## config.mk

```make
export PLATFORM = sky130hd
export DESIGN_NAME = dma_line_sched
export DESIGN_NICKNAME = d
export VERILOG_FILES = /design/src/rtl/dma_line_sched.sv
export SDC_FILE = /design/constraint.sdc
export NUM_CORES = 1
export LEC_CHECK = 0
export BUFFER_PORTS_ARGS = -buffer_cell sky130_fd_sc_hd__buf_2
export CORE_MARGIN = 2
export CORE_UTILIZATION = 35
export CTS_BUF_LIST = sky130_fd_sc_hd__clkbuf_4 sky130_fd_sc_hd__clkbuf_8
export DETAILED_ROUTE_END_ITERATION = 12
export GPL_ROUTABILITY_DRIVEN = 0
export PLACE_DENSITY = 0.62
export SLEW_MARGIN = 20
export SYNTH_ARGS = -nofsm -noshare
export SYNTH_HDL_FRONTEND = slang
export SYNTH_SLANG_ARGS = --single-unit
```

## constraint.sdc

```tcl
create_clock -name clk -period 3.15 [get_ports clk]
set_input_delay 0.4725 -clock clk [delete_from_list [all_inputs] [get_ports clk]]
set_output_delay 0.4725 -clock clk [all_outputs]
set_load 0.05 [all_outputs]
```

## src/rtl/dma_line_sched.sv

```systemverilog
// Per-line DMA scheduler: brackets each display-list fetch with CPU halt, startup/shutdown
// overhead and DLI/NMI delivery, and aborts fetches that overrun the line reset point.
module dma_line_sched #(
    parameter int unsigned STARTUP_CYC  = 16,
    parameter int unsigned SHUTDOWN_CYC = 8
) (
    input  logic       clk,
    input  logic       reset_n,
    input  logic       mclk0,
    input  logic       dma_en,
    input  logic       vbe,
    input  logic       hbs,
    input  logic       lrc,
    input  logic       vblank,
    input  logic       fetch_done,
    input  logic       fetch_dli,
    output logic       halt,
    output logic       dll_load,
    output logic       fetch_start,
    output logic       fetch_abort,
    output logic       line_swap,
    output logic       nmi,
    output logic [7:0] overrun_cnt,
    output logic       busy
);

    localparam int unsigned CNT_W = 8;
    localparam int unsigned OVR_W = 8;
    localparam logic [CNT_W-1:0] START_LD = CNT_W'(STARTUP_CYC - 1);
    localparam logic [CNT_W-1:0] SHUT_LD  = CNT_W'(SHUTDOWN_CYC - 1);

    localparam logic [2:0] S_IDLE     = 3'd0;
    localparam logic [2:0] S_WAIT     = 3'd1;
    localparam logic [2:0] S_STARTUP  = 3'd2;
    localparam logic [2:0] S_FETCH    = 3'd3;
    localparam logic [2:0] S_SHUTDOWN = 3'd4;

    logic [2:0]       state_q, state_d;
    logic [CNT_W-1:0] cnt_q, cnt_d;
    logic [OVR_W-1:0] ovr_q, ovr_d;
    logic             dli_pend_q, dli_pend_d;
    logic             vblank_q, vblank_d;
    logic             halt_q, halt_d;
    logic             dll_load_q, dll_load_d;
    logic             fetch_start_q, fetch_start_d;
    logic             fetch_abort_q, fetch_abort_d;
    logic             line_swap_q, line_swap_d;
    logic             nmi_q, nmi_d;
    logic             busy_q, busy_d;
    logic             vb_rise_c;

    // All state advances only on mclk0 ticks, so every pulse lasts one mclk0 period.
    always_ff @(posedge clk or negedge reset_n) begin
        if (!reset_n) begin
            state_q       <= S_IDLE;
            cnt_q         <= '0;
            ovr_q         <= '0;
            dli_pend_q    <= 1'b0;
            vblank_q      <= 1'b0;
            halt_q        <= 1'b0;
            dll_load_q    <= 1'b0;
            fetch_start_q <= 1'b0;
            fetch_abort_q <= 1'b0;
            line_swap_q   <= 1'b0;
            nmi_q         <= 1'b0;
            busy_q        <= 1'b0;
        end else if (mclk0) begin
            state_q       <= state_d;
            cnt_q         <= cnt_d;
            ovr_q         <= ovr_d;
            dli_pend_q    <= dli_pend_d;
            vblank_q      <= vblank_d;
            halt_q        <= halt_d;
            dll_load_q    <= dll_load_d;
            fetch_start_q <= fetch_start_d;
            fetch_abort_q <= fetch_abort_d;
            line_swap_q   <= line_swap_d;
            nmi_q         <= nmi_d;
            busy_q        <= busy_d;
        end
    end

    assign vb_rise_c = vblank & ~vblank_q;

    // Next state; vblank rise beats lrc beats fetch_done beats counter expiry.
    always_comb begin
        state_d       = state_q;
        cnt_d         = cnt_q;
        ovr_d         = ovr_q;
        dli_pend_d    = dli_pend_q;
        vblank_d      = vblank;
        halt_d        = halt_q;
        dll_load_d    = 1'b0;
        fetch_start_d = 1'b0;
        fetch_abort_d = 1'b0;
        nmi_d         = 1'b0;
        line_swap_d   = lrc & (state_q != S_IDLE);

        if ((state_q != S_IDLE) && vb_rise_c) begin
            state_d       = S_IDLE;
            halt_d        = 1'b0;
            dli_pend_d    = 1'b0;
            fetch_abort_d = (state_q == S_FETCH);
        end else begin
            case (state_q)
                S_IDLE: begin
                    if (vbe && dma_en) begin
                        dll_load_d = 1'b1;
                        ovr_d      = '0;
                        state_d    = S_WAIT;
                    end
                end
                S_WAIT: begin
                    if (hbs) begin
                        if (!dma_en) begin
                            state_d = S_IDLE;
                            halt_d  = 1'b0;
                        end else if (!vblank) begin
                            halt_d  = 1'b1;
                            cnt_d   = START_LD;
                            state_d = S_STARTUP;
                        end
                    end
                end
                S_STARTUP: begin
                    if (lrc) begin
                        state_d = S_WAIT;
                        halt_d  = 1'b0;
                    end else if (cnt_q == '0) begin
                        fetch_start_d = 1'b1;
                        state_d       = S_FETCH;
                    end else begin
                        cnt_d = cnt_q - CNT_W'(1);
                    end
                end
                S_FETCH: begin
                    // A fetch that completes on the lrc tick still counts as on time.
                    if (fetch_done) begin
                        dli_pend_d = fetch_dli;
                        cnt_d      = SHUT_LD;
                        state_d    = S_SHUTDOWN;
                    end else if (lrc) begin
                        fetch_abort_d = 1'b1;
                        ovr_d         = (ovr_q == '1) ? ovr_q : ovr_q + OVR_W'(1);
                        dli_pend_d    = 1'b0;
                        halt_d        = 1'b0;
                        state_d       = S_WAIT;
                    end
                end
                S_SHUTDOWN: begin
                    if (cnt_q == '0) begin
                        halt_d     = 1'b0;
                        nmi_d      = dli_pend_q;
                        dli_pend_d = 1'b0;
                        state_d    = S_WAIT;
                    end else begin
                        cnt_d = cnt_q - CNT_W'(1);
                    end
                end
                default: begin
                    state_d = S_IDLE;
                    halt_d  = 1'b0;
                end
            endcase
        end

        busy_d = (state_d != S_IDLE);
    end

    assign halt        = halt_q;
    assign dll_load    = dll_load_q;
    assign fetch_start = fetch_start_q;
    assign fetch_abort = fetch_abort_q;
    assign line_swap   = line_swap_q;
    assign nmi         = nmi_q;
    assign overrun_cnt = ovr_q;
    assign busy        = busy_q;

endmodule

```

==> metrics.yaml, run 1 <==
outcome:
  status: "completed"
cts:
  root_buffer: "clkbuf_8"
  cts_tree: "yes"
  cts_setup_buffers: 0
  path_clk_slew_ps: 100
  cts_buffers: 3
  hold_buffers: 0
  clk_latency_ps: 280
  h-tree-depth: 1
  clock_path_buffers: 2
  cts.repair.resized: 0
  clock_sinks: 28
detailed_routing:
  avgViaCountPerCell: 5.60
  vias: 1416
  routed_wl_um: 3610
  wl_per_cell_um: 14.3
  drtAntennaViolNets: 0
  firstDrtPassIters: 4
  drc: 0
  drt_iter0_drc: 127
logic_synthesis:
  synth.net_count: 192
  synth-seq-cells: 28
  syn_avg_cell_area_um2: 9.04
  ys.flop_type: "dfrtp_1"
  async_reset_ff_share_pct: 100
  syn_inst: 180
  yosys_warnings: 0
  synth-edff-count: 0
  yosys.cell_types.count: 52
  mappedNetlistArea_mm2: 0.00163
  ys_seq_area_share_pct: 43.1
timing:
  final_max_slew_viol_count: 0
  finalSetupViolCount: 0
  timing.fmax_mhz: 416
  finalClockSkew_ps: 10.0
  relSlewSlack_pct: 50.1
  setup_slack_ps: 745
  period_minus_slack_ps: 2400
  worst_pin_slew_ps: 738
  fin_setup_tns_ps: 0
  holdWs_ps: 189
  hold_violations: 0
  post-route-period-util_pct: 76.3
  rsz0062_at_grt: "false"
power:
  leakagePower_nw: 0.815
  power_density_mw_per_mm2: 516
  ir_drop_v: 0.000299
  total_power_uw: 945
floorplan:
  die_h_um: 72.2
  num_rows: 24
  die_area_mm2: 0.00521
  die_w_um: 72.2
  core_area_mm2: 0.00441
  pin_count: 25
  initial_core_util_pct: 36.8
finish:
  nFillCells: 444
  final_common_cell: "dfrtp_1"
  antenna_cells: 0
  final_util_pct: 41.5
  synthToLayoutAreaGrowth_pct: 12.5
  multiInputGateArea_um2: 837
  drive_above_1_share_pct: 17.9
  seqCellArea_um2: 701
  final_cell_mix: "dfrtp_1, buf_2, nand2_1"
  postLayoutCellArea_mm2: 0.00183
  final_cells: 253
  nets: 214
setup_path:
  crit_arrival_ps: 2600
  crit_type: "reg2reg"
  start_kind: "flop"
  critPathSlowestCell: "or4_1"
  end_kind: "flop"
  max_stage_delay_ps: 680
  required_ps: 3350
  crit_fanout: 14
  cp_cell_sequence: "nor3_2, o21ai_2, or4_1, or2_0, o31ai_1"
place:
  portBuffers: 24
  dp_slack_ps: 740
  dpl_cell_area_mm2: 0.00178
  place_hpwl_um: 2640
  post-place-cells: 249
hold_path:
  hold_class: "in2async"
global_route:
  grt_use_total_pct: 15.0
  antenna_found_initial: 0
  grt_max_degree: 29
  grt_pass1_vias: 1297
  grt-ovfl-total: 0
  grt_pass1_wl_um: 6140
job:
  max-cap-violations: 0
## sequential cells by signal (all words and copies together), names as in the netlist
name and cells:
busy 1, cnt_q 8, dli_pend_q 1, dll_load 1, fetch_abort 1, fetch_start 1
halt 1, line_swap 1, nmi 1, overrun_cnt 8, state_q 3, vblank_q 1
## cells in the mapped netlist, types with 2 or more instances
library cell / number / area [µm²]
a32o_1: 2 / 20.0
mux2i_1: 2 / 20.0
o31ai_1: 4 / 30.0
a31oi_1: 5 / 31.3
o21ai_0: 16 / 80.1
nand2_1: 17 / 63.8
nor2b_1: 4 / 25.0
nor3b_1: 3 / 22.5
ha_1: 2 / 25.0
nor4b_1: 2 / 17.5
nor2_1: 11 / 41.3
nand3_1: 7 / 35.0
dfrtp_1: 28 / 701
inv_1: 12 / 45.0
and3_1: 4 / 25.0
nor3_1: 6 / 30.0
a21o_1: 2 / 15.0
o22ai_1: 4 / 25.0
nor4_1: 2 / 12.5
buf_2: 4 / 20.0
a21oi_1: 7 / 35.0
o21ai_1: 2 / 10.0
nand2b_1: 5 / 31.3
## cells by family after synthesis
group / count (synthesis) / synth area share [%]
adder cells (fa/ha/maj): 3 / 2.15
buffers and inverters: 20 / 5.46
AND/OR/NAND/NOR: 73 / 25.8
multiplexers: 3 / 1.92
AO/OA/AOI/OAI: 52 / 21.0
flip-flops: 28 / 43.1
XOR/XNOR: 1 / 0.539
## area by class of cell
type	count	share of cell area [%]
sequential	28	38.3
multi-input combinational	132	45.7
tap	52	3.55
inverter	12	2.46
timing repair buffer	25	6.97
clock buffer	4	3.01
## worst paths after layout
check	endpoint	slack, ps	cells after the start	from
setup / recovery	overrun_cnt[4]$_DFFE_PN0P_	750	5	state_q[1]$_DFFE_PN0P_
hold / removal	overrun_cnt[4]$_DFFE_PN0P_	190	1	reset_n
setup reg to reg	overrun_cnt[4]$_DFFE_PN0P_	750	5	state_q[1]$_DFFE_PN0P_
hold reg to reg	dli_pend_q$_DFFE_PN0P_	500	1	dli_pend_q$_DFFE_PN0P_
max in group asynchronous	halt$_DFFE_PN0P_	2550	1	reset_n
min in group clk	dli_pend_q$_DFFE_PN0P_	440	2	fetch_dli
## critical path, delay by kind of cell (launching register included)
family | cells | cell delay, ps
simple gates | 3 | 1410
flops | 1 | 540
compound gates | 2 | 370
## power by group
| part | switching [mW] | internal (mW) |
|---|---|---|
| sequential | 0.0487 | 0.406 |
| clock | 0.115 | 0.112 |
| combinational | 0.178 | 0.0857 |
| total | 0.341 | 0.604 |
## metal layers
metal / GRT usage [%] / part of all wire, % / up-vias / wire, µm
met2: 20.8 / 41 / 49 / 1480
met1: 23.4 / 52 / 662 / 1890
met5: 0 / 0 / - / 0
li1: - / - / 700 / -
met4: 3.56 / 0.75 / 0 / 27
met3: 3.47 / 6.0 / 5 / 217
Power figures use the tool's default switching activity.
==> run 2: changes to the inputs <==
==> constraint.sdc (replaced) <==
create_clock -name clk -period 2.5 [get_ports clk]
set_input_delay 0.375 -clock clk [delete_from_list [all_inputs] [get_ports clk]]
set_output_delay 0.375 -clock clk [all_outputs]
set_load 0.05 [all_outputs]
==> metrics.yaml, run 2 (synthesized netlist as in run 1, its figures left out) <==
timing:
  finalClockSkew_ps: 4.35  # was 10.0 ps
  setup_slack_ps: 255  # was 745 ps
  worst_pin_slew_ps: 691  # was 738 ps
  finalSetupViolCount: 0  # unchanged
  fin_setup_tns_ps: 0  # unchanged
  hold_violations: 0  # unchanged
  rsz0062_at_grt: "false"  # unchanged
  final_max_slew_viol_count: 0  # unchanged
  timing.fmax_mhz: 445  # was 416 MHz
  post-route-period-util_pct: 89.8  # was 76.3%
  period_minus_slack_ps: 2250  # was 2400 ps
  relSlewSlack_pct: 53.8  # was 50.1%
  holdWs_ps: 111  # was 189 ps
cts:
  clock_path_buffers: 2  # unchanged
  cts.repair.resized: 0  # unchanged
  hold_buffers: 0  # unchanged
  path_clk_slew_ps: 90  # was 100 ps
  cts_tree: "yes"  # unchanged
  clock_sinks: 28  # unchanged
  cts_setup_buffers: 0  # unchanged
  root_buffer: "clkbuf_8"  # unchanged
  h-tree-depth: 1  # unchanged
  cts_buffers: 3  # unchanged
  clk_latency_ps: 270  # was 280 ps
setup_path:
  crit_arrival_ps: 2430  # was 2600 ps
  start_kind: "flop"  # unchanged
  critPathLaunch: "state_q[2]$_DFFE_PN0P_"  # was state_q[1]$_DFFE_PN0P_
  crit_fanout: 12  # was 14
  required_ps: 2690  # was 3350 ps
  end_kind: "flop"  # unchanged
  reg2reg_from: "state_q[2]$_DFFE_PN0P_"  # was state_q[1]$_DFFE_PN0P_
  crit_type: "reg2reg"  # unchanged
finish:
  postLayoutCellArea_mm2: 0.00185  # was 0.00183 mm²
  final_util_pct: 42.0  # was 41.5%
  final_cell_mix: "dfrtp_1, buf_2, nand2_1"  # unchanged
  synthToLayoutAreaGrowth_pct: 14.0  # was 12.5%
  seqCellArea_um2: 701  # unchanged
  nets: 219  # was 214
  final_cells: 257  # was 253
  nFillCells: 435  # was 444
  drive_above_1_share_pct: 19.5  # was 17.9%
  multiInputGateArea_um2: 837  # unchanged
  antenna_cells: 0  # unchanged
  final_common_cell: "dfrtp_1"  # unchanged
global_route:
  grt_max_degree: 29  # unchanged
  grt-ovfl-total: 0  # unchanged
  antenna_found_initial: 0  # unchanged
  grt_use_total_pct: 16.1  # was 15.0%
  grt_pass1_vias: 1341  # was 1297
  grt_pass1_wl_um: 6600  # was 6140 µm
floorplan:
  core_area_mm2: 0.00441  # unchanged
  num_rows: 24  # unchanged
  die_h_um: 72.2  # unchanged
  pin_count: 25  # unchanged
  die_area_mm2: 0.00521  # unchanged
  die_w_um: 72.2  # unchanged
  initial_core_util_pct: 36.8  # unchanged
hold_path:
  hold_class: "in2async"  # unchanged
power:
  pwr-share-seq_pct: 48.7  # was 48.1%
  total_power_mw: 1.16  # was 945 µW
  p_comb_share_pct: 30.1  # was 27.9%
  power_density_mw_per_mm2: 627  # was 516 mW/mm²
  internal_power_uw: 737  # was 604 µW
  switching_power_uw: 426  # was 341 µW
  p_sw_share_pct: 36.7  # was 36.1%
  p_clk_share_pct: 21.2  # was 24.0%
  ir_drop_v: 0.000373  # was 0.000299 V
  leakagePower_nw: 0.832  # was 0.815 nW
place:
  post-place-cells: 254  # was 249
  portBuffers: 24  # unchanged
  dp_slack_ps: 246  # was 740 ps
  dpl_cell_area_mm2: 0.00181  # was 0.00178 mm²
  place_hpwl_um: 2740  # was 2640 µm
detailed_routing:
  drtAntennaViolNets: 0  # unchanged
  wl_per_cell_um: 14.5  # was 14.3 µm
  vias: 1409  # was 1416
  drt_iter0_drc: 106  # was 127
  routed_wl_um: 3720  # was 3610 µm
  avgViaCountPerCell: 5.48  # was 5.60
  drc: 0  # unchanged
  firstDrtPassIters: 4  # unchanged
job:
  max-cap-violations: 0  # unchanged
outcome:
  status: "completed"  # unchanged
[run 2: changes by cell type in the layout (fill, tap and decap cells not counted), sizes merged]
cell / previous run / this run
buf: 25 / 30
clkbuf: 4 / 3
[run 2: final timing paths]
path | endpoint | slack (ps) | cells past startpoint
max | overrun_cnt[2]$_DFFE_PN0P_ | 250 | 5
min | overrun_cnt[1]$_DFFE_PN0P_ | 110 | 1
max reg2reg | overrun_cnt[2]$_DFFE_PN0P_ | 250 | 5
min reg2reg | cnt_q[7]$_DFFE_PN0P_ | 500 | 1
max in group asynchronous | overrun_cnt[6]$_DFFE_PN0P_ | 1980 | 1
min in group clk | dli_pend_q$_DFFE_PN0P_ | 340 | 2
[run 2: critical path: stages, from the launching register on]
cell and delay [ps]:
dfrtp_1 530, nor3_2 340, o21ai_2 140, or4_1 530
or2_0 370, o21ai_0 260
[run 2: power groups by stage]
stage	combinational [mW]	sequential [mW]	clock [mW]
final	0.350	0.567	0.247
after global routing	0.387	0.576	0.273
after CTS	0.353	0.567	0.265
after detailed placement	0.351	0.575	0
after global placement	0.350	0.573	0
after floorplan	0.203	0.632	0
[run 2: final cells by class]
type | count | share of cell area [%]
Timing Repair Buffer | 30 | 8.91
Multi-Input combinational cell | 132 | 45.1
Sequential cell | 28 | 37.8
Inverter | 12 | 2.43
Tap cell | 52 | 3.51
Clock buffer | 3 | 2.23
[run 2: routing by layer]
layer / wire (µm) / vias up / part of all wire, % / global-route usage [%]
li1: - / 708 / - / -
met1: 1900 / 660 / 51 / 24.1
met2: 1570 / 34 / 42 / 22.9
met3: 187 / 7 / 5.0 / 3.61
met4: 62 / 0 / 1.7 / 5.03
met5: 0 / - / 0 / 0
==> run 3: changes to the inputs <==
--- a/config.mk
+++ b/config.mk
@@ -10,7 +10,6 @@
 export CORE_UTILIZATION = 35
 export CTS_BUF_LIST = sky130_fd_sc_hd__clkbuf_4 sky130_fd_sc_hd__clkbuf_8
 export DETAILED_ROUTE_END_ITERATION = 12
-export GPL_ROUTABILITY_DRIVEN = 0
 export PLACE_DENSITY = 0.62
 export SLEW_MARGIN = 20
 export SYNTH_ARGS = -nofsm -noshare
==> constraint.sdc (replaced) <==
create_clock -name clk -period 2.1 [get_ports clk]
set_input_delay 0.315 -clock clk [delete_from_list [all_inputs] [get_ports clk]]
set_output_delay 0.315 -clock clk [all_outputs]
set_load 0.05 [all_outputs]
==> metrics.yaml, run 3 (synthesized netlist as in run 1, its figures left out) <==
job:
  max-cap-violations: 0  # unchanged
global_route:
  grt-ovfl-total: 0  # unchanged
  grt_max_degree: 29  # unchanged
  antenna_found_initial: 0  # unchanged
  grt_pass1_wl_um: 6560  # was 6600 µm
  grt_use_total_pct: 15.7  # was 16.1%
  grt_pass1_vias: 1447  # was 1341
timing:
  rsz0062_at_grt: "false"  # unchanged
  fin_setup_tns_ps: 0  # unchanged
  worst_pin_slew_ps: 648  # was 691 ps
  relSlewSlack_pct: 56.8  # was 53.8%
  period_minus_slack_ps: 1970  # was 2250 ps
  hold_violations: 0  # unchanged
  finalClockSkew_ps: 4.18  # was 4.35 ps
  final_max_slew_viol_count: 0  # unchanged
  post-route-period-util_pct: 94.0  # was 89.8%
  timing.fmax_mhz: 506  # was 445 MHz
  holdWs_ps: 55.6  # was 111 ps
  finalSetupViolCount: 0  # unchanged
hold_path:
  hold_class: "in2async"  # unchanged
detailed_routing:
  drtAntennaViolNets: 0  # unchanged
  wl_per_cell_um: 13.8  # was 14.5 µm
  drt_iter0_drc: 75  # was 106
  firstDrtPassIters: 4  # unchanged
  vias: 1462  # was 1409
  avgViaCountPerCell: 5.34  # was 5.48
  routed_wl_um: 3790  # was 3720 µm
  drc: 0  # unchanged
finish:
  final_common_cell: "dfrtp_1"  # unchanged
  seqCellArea_um2: 703  # was 701 µm²
  final_util_pct: 45.7  # was 42.0%
  final_cells: 274  # was 257
  drive_above_1_share_pct: 27.9  # was 19.5%
  multiInputGateArea_um2: 865  # was 837 µm²
  synthToLayoutAreaGrowth_pct: 24.1  # was 14.0%
  final_cell_mix: "dfrtp_1, buf_2, buf_4"  # was dfrtp_1, buf_2, nand2_1
  antenna_cells: 0  # unchanged
  nets: 235  # was 219
  nFillCells: 423  # was 435
cts:
  path_clk_slew_ps: 100  # was 90 ps
  hold_buffers: 0  # unchanged
  clock_path_buffers: 2  # unchanged
  h-tree-depth: 1  # unchanged
  root_buffer: "clkbuf_8"  # unchanged
  clk_latency_ps: 280  # was 270 ps
  cts_buffers: 3  # unchanged
  cts_tree: "yes"  # unchanged
  clock_sinks: 28  # unchanged
place:
  portBuffers: 24  # unchanged
  gp_congestion: 0.834
  place_hpwl_um: 2860  # was 2740 µm
  post-place-cells: 269  # was 254
setup_path:
  crit_family: "simple AND/OR/NAND/NOR gates"  # unchanged
  cp_cell_sequence: "nor3_4, o21ai_2, or4_1, buf_4, o21ai_0, o41ai_2"  # was nor3_2, o21ai_2, or4_1, or2_0, o21ai_0
  start_kind: "flop"  # unchanged
  crit_fanout: 10  # was 12
  cp_num_buf_inv: 1  # was 0
  crit_type: "reg2reg"  # unchanged
  crit_arrival_ps: 2130  # was 2430 ps
  required_ps: 2260  # was 2690 ps
  critPathSlowestCell: "or4_1"  # was dfrtp_1
  end_kind: "flop"  # unchanged
  max_stage_delay_ps: 520  # was 530 ps
power:
  ir_drop_v: 0.000511  # was 0.000373 V
  leakagePower_nw: 0.920  # was 0.832 nW
  power_density_mw_per_mm2: 744  # was 627 mW/mm²
  total_power_mw: 1.50  # was 1.16 mW
floorplan:
  core_area_mm2: 0.00441  # unchanged
  die_h_um: 72.2  # unchanged
  die_area_mm2: 0.00521  # unchanged
  initial_core_util_pct: 36.8  # unchanged
  die_w_um: 72.2  # unchanged
  pin_count: 25  # unchanged
  num_rows: 24  # unchanged
outcome:
  status: "completed"  # unchanged
[run 3: cell types whose count changed in the layout (fill, tap and decap cells not counted), sizes merged]
cell,before,now
clkbuf,3,4
buf,30,46
[run 3: final cells by class]
class	instances	share of cell area, %
flip-flops and latches	28	34.8
inverters	12	2.23
well taps	52	3.22
repair buffers	46	14.1
clock buffers	4	2.73
multi-input cells	132	42.8
[run 3: stage by stage]
step | setup WS (ps) | instance area (µm²)
after floorplan | 3.70 | 1630
after global placement | 90.8 | 1930
after detailed placement | 38.7 | 1930
after CTS | 15.8 | 1980
after global routing | 23.0 | 2020
final | 125 | 2020
[run 3: per-layer routing]
metal  routed length [µm]  vias to the layer above  share of wire, %  track usage, %
li1                     -                      746                 -               -
met1                 1870                      681                49            21.8
met2                 1750                       33                46            25.8
met3                  157                        2               4.1            2.92
met4                   15                        0              0.40            3.14
met5                    0                        -                 0               0
[run 3: power by group]
part | switching [mW] | internal, mW | total (mW)
clock | 0.170 | 0.168 | 0.338
sequential | 0.0598 | 0.611 | 0.670
combinational | 0.301 | 0.193 | 0.494
[run 3: repair_timing]
| item | 4_1_cts | 5_1_grt |
|---|---|---|
| gates resized for setup | 0 | 7 |
| setup buffers | 0 | 1 |
| setup endpoints to repair | 0 | 14 |
[run 3: worst register-to-register path, delay by kind of cell (launching register included)]
family | cells | cell delay (ps)
simple gates | 2 | 760
buf+inv | 1 | 190
compound gates | 3 | 420
flops | 1 | 490
[run 3: final timing paths]
| check | from | end | cells past startpoint | slack [ps] |
|---|---|---|---|---|
| max | state_q[0]$_DFFE_PN0P_ | overrun_cnt[6]$_DFFE_PN0P_ | 6 | 130 |
| min reg2reg | cnt_q[7]$_DFFE_PN0P_ | cnt_q[7]$_DFFE_PN0P_ | 1 | 500 |
| min in group clk | fetch_dli | dli_pend_q$_DFFE_PN0P_ | 2 | 290 |
| max reg2reg | state_q[0]$_DFFE_PN0P_ | overrun_cnt[6]$_DFFE_PN0P_ | 6 | 130 |
| min | reset_n | overrun_cnt[2]$_DFFE_PN0P_ | 1 | 60 |
| max in group asynchronous | reset_n | state_q[0]$_DFFE_PN0P_ | 1 | 1590 |
